--- src/rtl/issue_queue_n_if.sv ---
// Issue queue port bundle: enqueue group, peek/pop window, flush, status.
// master = decode/execute side, slave = queue.
interface issue_queue_n_if #(
    parameter int DATA_W = 64,
    parameter int DEPTH  = 8,
    parameter int ENQ_W  = 2,
    parameter int ISS_W  = 2
);
    localparam int CW = $clog2(DEPTH + 1);
    localparam int IW = $clog2(ISS_W + 1);

    logic                      flush;
    logic [ENQ_W-1:0]          enq_valid;
    logic [ENQ_W*DATA_W-1:0]   enq_data;
    logic                      enq_ready;
    logic [ISS_W-1:0]          iss_valid;
    logic [ISS_W*DATA_W-1:0]   iss_data;
    logic [IW-1:0]             deq_cnt;
    logic [CW-1:0]             count;
    logic                      overflow;

    modport master (
        output flush, enq_valid, enq_data, deq_cnt,
        input  enq_ready, iss_valid, iss_data, count, overflow
    );

    modport slave (
        input  flush, enq_valid, enq_data, deq_cnt,
        output enq_ready, iss_valid, iss_data, count, overflow
    );
endinterface

--- src/rtl/issue_queue_n.sv ---
// In-order circular issue queue: ENQ_W compacting enqueue lanes, ISS_W-wide
// peek window, consumer-chosen pop count, flush on redirect.
// Ports: clk, resetn (async, active-low), bus (issue_queue_n_if.slave).
module issue_queue_n #(
    parameter int DATA_W = 64,
    parameter int DEPTH  = 8,
    parameter int ENQ_W  = 2,
    parameter int ISS_W  = 2
) (
    input  logic           clk,
    input  logic           resetn,
    issue_queue_n_if.slave bus
);
    localparam int PW = $clog2(DEPTH);
    localparam int CW = $clog2(DEPTH + 1);

    logic [DATA_W-1:0] r_mem [DEPTH];
    logic [PW-1:0]     r_head;
    logic [PW-1:0]     r_tail;
    logic [CW-1:0]     r_count;
    logic              r_ovf;

    logic              w_ready;
    logic [CW-1:0]     w_n_enq;
    logic [CW-1:0]     w_deq;
    logic [CW-1:0]     w_eff;
    logic [DEPTH-1:0]  w_wr_en;
    logic [DATA_W-1:0] w_wr_data [DEPTH];
    logic [ISS_W-1:0]  w_iss_valid;
    logic [ISS_W*DATA_W-1:0] w_iss_data;

    // Registered count only: slots freed by this cycle's pop are not reused
    // until next cycle, which keeps ready independent of deq_cnt.
    assign w_ready = (CW'(DEPTH) - r_count) >= CW'(ENQ_W);

    // Valid lanes pack into consecutive slots from tail, lane 0 first.
    always_comb begin
        w_n_enq = '0;
        w_wr_en = '0;
        for (int s = 0; s < DEPTH; s++) begin
            w_wr_data[s] = '0;
        end
        for (int l = 0; l < ENQ_W; l++) begin
            if (bus.enq_valid[l]) begin
                w_wr_en[r_tail + PW'(w_n_enq)] = 1'b1;
                w_wr_data[r_tail + PW'(w_n_enq)] =
                    bus.enq_data[l*DATA_W +: DATA_W];
                w_n_enq = w_n_enq + CW'(1);
            end
        end
    end

    // Silent clamp of the pop request to occupancy and window width.
    always_comb begin
        w_deq = CW'(bus.deq_cnt);
        if (w_deq > CW'(ISS_W)) begin
            w_deq = CW'(ISS_W);
        end
        w_eff = (w_deq < r_count) ? w_deq : r_count;
    end

    // Stale slots beyond count are masked to zero.
    always_comb begin
        w_iss_valid = '0;
        w_iss_data  = '0;
        for (int i = 0; i < ISS_W; i++) begin
            w_iss_valid[i] = CW'(i) < r_count;
            if (w_iss_valid[i]) begin
                w_iss_data[i*DATA_W +: DATA_W] = r_mem[r_head + PW'(i)];
            end
        end
    end

    always_ff @(posedge clk or negedge resetn) begin
        if (!resetn) begin
            r_head  <= '0;
            r_tail  <= '0;
            r_count <= '0;
            r_ovf   <= 1'b0;
            for (int s = 0; s < DEPTH; s++) begin
                r_mem[s] <= '0;
            end
        end else if (bus.flush) begin
            r_head  <= '0;
            r_tail  <= '0;
            r_count <= '0;
            r_ovf   <= 1'b0;
        end else begin
            r_ovf  <= (|bus.enq_valid) & ~w_ready;
            r_head <= r_head + PW'(w_eff);
            if (w_ready) begin
                r_tail  <= r_tail + PW'(w_n_enq);
                r_count <= r_count + w_n_enq - w_eff;
                for (int s = 0; s < DEPTH; s++) begin
                    if (w_wr_en[s]) begin
                        r_mem[s] <= w_wr_data[s];
                    end
                end
            end else begin
                r_count <= r_count - w_eff;
            end
        end
    end

    assign bus.enq_ready = w_ready;
    assign bus.iss_valid = w_iss_valid;
    assign bus.iss_data  = w_iss_data;
    assign bus.count     = r_count;
    assign bus.overflow  = r_ovf;
endmodule

--- src/flat_wrapper.sv ---
// flat-port wrapper written by rule: the top's interface ports become plain ports
module issue_queue_n_flat 
#(
    parameter int DATA_W = 64,
    parameter int DEPTH  = 8,
    parameter int ENQ_W  = 2,
    parameter int ISS_W  = 2
)
  (clk, resetn, bus_flush, bus_enq_valid, bus_enq_data, bus_deq_cnt, bus_enq_ready, bus_iss_valid, bus_iss_data, bus_count, bus_overflow);
  issue_queue_n_if #(.DATA_W(DATA_W), .DEPTH(DEPTH), .ENQ_W(ENQ_W), .ISS_W(ISS_W)) bus_i ();
  input  logic clk;
  input  logic resetn;
  input wire logic [$bits(bus_i.flush)-1:0] bus_flush;
  input wire logic [$bits(bus_i.enq_valid)-1:0] bus_enq_valid;
  input wire logic [$bits(bus_i.enq_data)-1:0] bus_enq_data;
  input wire logic [$bits(bus_i.deq_cnt)-1:0] bus_deq_cnt;
  output wire logic [$bits(bus_i.enq_ready)-1:0] bus_enq_ready;
  output wire logic [$bits(bus_i.iss_valid)-1:0] bus_iss_valid;
  output wire logic [$bits(bus_i.iss_data)-1:0] bus_iss_data;
  output wire logic [$bits(bus_i.count)-1:0] bus_count;
  output wire logic [$bits(bus_i.overflow)-1:0] bus_overflow;
  assign bus_i.flush = bus_flush;
  assign bus_i.enq_valid = bus_enq_valid;
  assign bus_i.enq_data = bus_enq_data;
  assign bus_i.deq_cnt = bus_deq_cnt;
  assign bus_enq_ready = bus_i.enq_ready;
  assign bus_iss_valid = bus_i.iss_valid;
  assign bus_iss_data = bus_i.iss_data;
  assign bus_count = bus_i.count;
  assign bus_overflow = bus_i.overflow;
  issue_queue_n #(.DATA_W(DATA_W), .DEPTH(DEPTH), .ENQ_W(ENQ_W), .ISS_W(ISS_W)) u_core (.clk(clk), .resetn(resetn), .bus(bus_i));
endmodule
--- config.mk ---
export PLATFORM = sky130hd
export DESIGN_NAME = issue_queue_n_flat
export DESIGN_NICKNAME = d
export VERILOG_FILES = /design/src/rtl/issue_queue_n_if.sv /design/src/rtl/issue_queue_n.sv /design/src/flat_wrapper.sv
export SDC_FILE = /design/constraint.sdc
export NUM_CORES = 2
export LEC_CHECK = 0
export BUFFER_PORTS_ARGS = -buffer_cell sky130_fd_sc_hd__buf_2
export CELL_PAD_IN_SITES_DETAIL_PLACEMENT = 2
export CELL_PAD_IN_SITES_GLOBAL_PLACEMENT = 2
export CORE_MARGIN = 1
export CORE_UTILIZATION = 43
export CTS_BUF_LIST = sky130_fd_sc_hd__clkbuf_4 sky130_fd_sc_hd__clkbuf_8
export CTS_CLUSTER_DIAMETER = 150
export DETAILED_ROUTE_END_ITERATION = 7
export PLACE_DENSITY_LB_ADDON = 0.1
export SYNTH_ARGS = -nofsm -noshare
export SYNTH_HDL_FRONTEND = slang
export SYNTH_SLANG_ARGS = --single-unit
--- constraint.sdc ---
create_clock -name clk -period 4.3 [get_ports clk]
set_input_delay 0.86 -clock clk [delete_from_list [all_inputs] [get_ports clk]]
set_output_delay 0.86 -clock clk [all_outputs]
set_load 0.05 [all_outputs]
# Word-level counts from Yosys, hierarchy flattened
# Cells that the tools add are included.
# W data, S select, Z words.
# totals
ram_bits,0
mem_bits_ro,0
word_cells,90
mem_count,0
out_inout_bits,136
input_bits,135
regBits,523
latch_bits,0
# classes
eq_ne,0
reduce_logical,14
mux,31
multipliers,0
addsub,9
bitwise,9
n_div,0
n_lt_le_gt_ge,15
n_shift,0
# ops
op,n
$mux W512,2
$and A512 B512 Y512,1
$bwmux W512,1
$mux W64,8
$bmux W64 S3,2
$demux W64 S3,2
$reduce_and A3 Y1,8
$ge A4 B4 Y1 const B,4
$mux W4,4
$mux W8,2
$not A3 Y4,4
$mux W3,3
$lt A1 B4 Y1 const A,2
$lt A3 B4 Y1 const B,2
$lt A4 B1 Y1 const B,2
$or A8 B8 Y8,1
$sub A4 B4 Y4,2
$add A3 B3 Y3,2
$demux W1 S3,2
$ge A3 B1 Y1 const B,2
$add A4 B4 Y4,1
$ge A4 B2 Y1 const B,1
$logic_and A1 B1 Y1,4
$lt A2 B4 Y1,1
other kinds (11),15

# Depth between registers and ports, before layout
# depth
depth_word,9
depth_mapped,14
depth_no_buf,14

# Worst setup path after synthesis
# Ideal clock, no wire load.
# synth_timing
path_type,reg2reg
from,"register u_core.r_count[1], in the netlist u_core.bus.count[1]"
to,"register u_core.r_count[3], in the netlist u_core.bus.count[3]"
period_less_slack_ns,3.758
slack_ns,0.542
path_stages_with_launch,15
n_path_buf,0
t_arrival_ns,3.632
required_ns,4.175
setup_time_ns,0.125
path_cell_list,dfrtp_1 -> inv_1 -> ha_1 -> nand2b_1 -> o221a_2 -> mux2i_1 -> inv_1 -> fa_1 -> inv_1 -> ha_1 -> a21o_1 -> a21oi_1 -> xor2_1 -> nor2_1 -> a2111oi_0
# synth_between
elab_chain_len,5
elab_cells_between_ends,9
cone_classes,add/sub: 4; order compare: 2; mux: 3
# synth_lines
element,line_no,text
from (decl),issue_queue_n.sv:20,logic [CW-1:0] r_count;
from (signal assigned),issue_queue_n.sv:93,r_count <= r_count + w_n_enq - w_eff;
from (signal assigned),issue_queue_n.sv:100,r_count <= r_count - w_eff;
$lt A2 B4 Y1,issue_queue_n.sv:59,w_eff = (w_deq < r_count) ? w_deq : r_count;
$mux W4,issue_queue_n.sv:59,
"$sub A4 B4 Y4, on equally long branches","issue_queue_n.sv:100, issue_queue_n.sv:93",
$mux W4 (*),issue_queue_n.sv:91,if (w_ready) begin
$mux W4 (*),issue_queue_n.sv:83,end else if (bus.flush) begin
# Mark *: on every way between the ends. The rest lies on a longest branch, timed or not.
# A chain may end at the register's enable or synchronous reset.

# Final worst setup path
# layout_timing
from,register u_core.r_head[1]
to,output bus_iss_data[80]
# layout_between
elab_chain_len,6
# layout_lines
element,line_no,text
from (decl),issue_queue_n.sv:18,logic [PW-1:0] r_head;
from (signal assigned),issue_queue_n.sv:90,r_head <= r_head + PW'(w_eff);
$add A3 B1 Y3,issue_queue_n.sv:69,w_iss_data[i*DATA_W +: DATA_W] = r_mem[r_head + PW'(i)];
$not A3 Y4 (not written as such),issue_queue_n.sv:69,
$bmux W64 S3,issue_queue_n.sv:69,
$mux W64 (not written as such) (2 in series),issue_queue_n.sv:69,
$mux W64,issue_queue_n.sv:68,if (w_iss_valid[i]) begin
to (decl),flat_wrapper.sv:19,output wire logic [$bits(bus_i.iss_data)-1:0] bus_iss_data;
# Every way passes these cells. The select of a mux whose other input is x is not followed.

==> results.py <==
metrics = {
    "outcome": {
        "run_status": "complete, no violations",
    },
    "die": {
        "core_um2": 73500,
        "num_rows": 99,
        "die_area_um2": 75800,
        "num_io_pins": 271,
        "die_y_um": 275,
        "die_x_um": 275,
        "start_util_pct": 43.7,
    },
    "yosys": {
        "yosys_warnings": 0,
        "synth-seq-cells": 523,
        "ys_seq_area_share_pct": 40.8,
        "synth_compound_area_share_pct": 28.0,
        "synth_area_um2": 32100,
        "muxShareOfSynthArea_pct": 20.0,
        "synth_fa_ha_area_share_pct": 0.974,
        "ys.flop_type": "dfrtp_1",
        "synth-simple-area-share_pct": 3.33,
        "synth.distinct_cells": 39,
        "syn_inst": 2697,
        "synth_xor_area_share_pct": 0.245,
        "synth_edf_count": 0,
        "syn_area_per_cell_um2": 11.9,
        "syn_nets": 2854,
        "synthArstFlopShare_pct": 100,
        "synth_top_family_by_area": "compound AO/OA/AOI/OAI gates",
    },
    "worst_setup_path": {
        "crit_required_ns": 3.44,
        "cp_cell_sequence": "ha_4, buf_12, mux4_2, nand2_1, a21oi_1, buf_2",
        "path_class": "reg -> out",
        "timing.rr.start": "u_core.bus.count[1]",
        "cpLargestDelayFamily": "flip-flops",
        "cp-start-kind": "flip-flop",
        "r2r_end": "u_core.bus.count[3]",
        "rr_worst_depth": 14,
        "crit_path_end_kind": "primary output",
        "crit_start": "u_core.r_head[1]",
        "path_buf_inv": 2,
        "worstPathMaxFanout": 32,
        "cp_slowest_stage_delay_ns": 0.66,
        "slowest_stage": "dfrtp_4",
        "worstPathArrival_ns": 3.35,
        "r2r_setup_slack_ns": 0.27,
    },
    "sta": {
        "grt_setup_unrepaired": "no",
        "fmax_mhz": 238,
        "setup_violations": 0,
        "slew_viol_final": 0,
        "skew_ns": 0.0355,
        "finalSetupTns_ns": 0,
        "hold_ws_ns": 0.231,
        "min_period_ns": 4.21,
        "relSlewSlack_pct": 30.4,
        "fin_ws_ns": 0.0937,
        "worst_pin_slew_ns": 1.04,
        "period_share_pct": 97.8,
        "hold_viol": 0,
    },
    "power_and_ir_drop": {
        "combPwrFrac_pct": 60.1,
        "peakVddDrop_v": 0.000701,
        "switching_share_pct": 49.6,
        "internal-power_mw": 18.9,
        "power_frac_clock_pct": 14.9,
        "power.leakage_nw": 14.5,
        "switching_power_mw": 18.6,
        "p_per_area_nw_per_um2": 1030,
        "pwr-share-seq_pct": 25.0,
    },
    "run": {
        "maxCapViolCount": 0,
    },
    "placement": {
        "place_area_um2": 34200,
        "dp_hpwl_um": 79000,
        "dp.cells": 3597,
        "port_buffers": 270,
        "place.gp.congestion": 0.829,
        "pre_cts_ws_ns": 0.196,
    },
    "global_route": {
        "grt_pass1_vias": 31100,
        "grt_max_degree": 127,
        "grt_usage_pct": 37.3,
        "grt_antenna_before_repair": 25,
        "grt.overflow.total": 0,
        "grt_pass1_wl_um": 210000,
    },
    "clocking": {
        "postCtsSetupBuffers": 1,
        "cts_resized": 0,
        "htreeDepth": 3,
        "numCtsBuffers": 99,
        "clk_pin_slew_worst_paths_ns": 0.07,
        "insertion_delay_ns": 0.73,
        "root_buffer": "clkbuf_8",
        "holdBufCountCts": 0,
        "cts_tree": "yes",
        "cts_num_sinks": 523,
        "clock_tree.buffer_depth": 3,
    },
    "drt": {
        "avgRoutedWirePerCell_um": 37.2,
        "drtAntennaViolNets": 0,
        "drc": 0,
        "dr_total_vias": 28000,
        "initialDrtViolationCount": 2503,
        "dr.pass1.iters": 5,
        "finalWirelength_um": 141000,
        "viasPerCell": 7.39,
    },
    "final_layout": {
        "area_delta_synth_final_pct": 13.4,
        "final_nets": 2897,
        "final_cell_mix": "dfrtp_1 (520), o22ai_1 (512), a2bb2oi_1 (392)",
        "stdcell_area_um2": 36400,
        "layout_commonest_cell": "dfrtp_1",
        "instances_no_fill": 3792,
        "drive_gt1_share_pct": 34.5,
    },
    "hold_path": {
        "hold_class": "in -> async",
    },
}
[stage by stage]
stage | total power [mW] | util (%)
after floorplan | 24.9 | -
after global placement | 30.8 | 46.5
after detailed placement | 31.6 | 46.5
after CTS | 37.3 | 49.5
after global routing | 38.9 | 49.6
final | 37.5 | 49.6
[synthesized netlist by cell type (2+ instances only)]
| cell type | n | area, um^2 |
|---|---|---|
| nor2b_1 | 9 | 56.3 |
| nor3_1 | 2 | 10.0 |
| a2bb2oi_2 | 120 | 1800 |
| inv_1 | 14 | 52.6 |
| mux2i_1 | 65 | 651 |
| o22ai_1 | 512 | 3200 |
| dfrtp_1 | 523 | 13100 |
| nor2_1 | 73 | 274 |
| ha_1 | 17 | 213 |
| nand2b_1 | 7 | 43.8 |
| buf_2 | 66 | 330 |
| clkbuf_1 | 173 | 649 |
| buf_1 | 148 | 556 |
| a21oi_1 | 70 | 350 |
| xnor2_1 | 3 | 26.3 |
| or3_1 | 3 | 18.8 |
| a21oi_4 | 8 | 130 |
| a2bb2oi_1 | 392 | 3430 |
| fa_1 | 5 | 100 |
| xor2_1 | 6 | 52.6 |
| nor3b_1 | 2 | 15.0 |
| nand4_1 | 4 | 25.0 |
| mux4_2 | 256 | 5770 |
| a21o_1 | 2 | 15.0 |
| nand2_1 | 144 | 541 |
| o21ai_0 | 3 | 15.0 |
| nand3_1 | 9 | 45.0 |
| buf_6 | 49 | 552 |
| a211oi_1 | 2 | 15.0 |
[flip-flops by register name, summed over array words and instances (netlist names)]
name / cells
u_core.bus.count: 4
u_core.bus.overflow: 1
u_core.r_head: 3
u_core.r_mem: 512
u_core.r_tail: 3
[final cells by class]
cell class,instances,area [um^2]
Sequential cell,523,13100
Fill cell,7135,37000
Clock buffer,163,2010
Tap cell,959,1200
Inverter,15,56.3
Multi-Input combinational cell,1723,17100
Antenna cell,13,32.5
Clock inverter,18,208
Timing Repair Buffer,378,2760
[worst max path at each step]
stage                                to  slack (ns)  depth (start not counted)
floorplan           u_core.bus.count[3]        0.54                         14
global placement    u_core.bus.count[3]        0.33                         14
detailed placement  u_core.bus.count[3]        0.20                         14
CTS                    bus_iss_data[80]        0.10                          6
global route           bus_iss_data[64]        0.02                          6
finish                 bus_iss_data[80]        0.09                          6
[per-layer routing]
layer	part of all wire (%)	up-vias	global-route usage [%]
li1	-	11000	-
met1	40	15100	48.5
met2	49	1506	61.0
met3	7.1	410	6.34
met4	4.3	18	17.5
met5	0.070	-	0
[power by group through the flow]
stage               sequential (mW)  combinational, mW  clock (mW)
global route                   9.57               23.5        5.83
finish                         9.38               22.5        5.57
global placement               9.04               21.8           0
floorplan                      8.46               16.5           0
detailed placement             9.32               22.3           0
CTS                            9.26               22.4        5.64
[worst reg2reg max path, stage by stage, from the launching register on]
cell	delay (ns)
dfrtp_1	0.57
inv_1	0.17
ha_1	0.27
nand2b_1	0.19
o221a_2	0.30
mux2i_1	0.30
inv_1	0.16
fa_1	0.51
inv_1	0.07
ha_1	0.30
a21o_1	0.15
a21oi_1	0.22
xor2_1	0.19
nor2_1	0.06
a2111oi_0	0.41
[cells by family (layout without fill, tap and decap cells)]
group / Yosys count / count (layout)
fa+ha+maj: 22 / 22
flops: 523 / 523
mux: 322 / 322
buf+inv: 451 / 574
compound gates: 1112 / 1112
xor+xnor: 9 / 9
simple gates: 258 / 258
other cells: 0 / 13
Note: power is estimated with default switching activity, not from simulation.
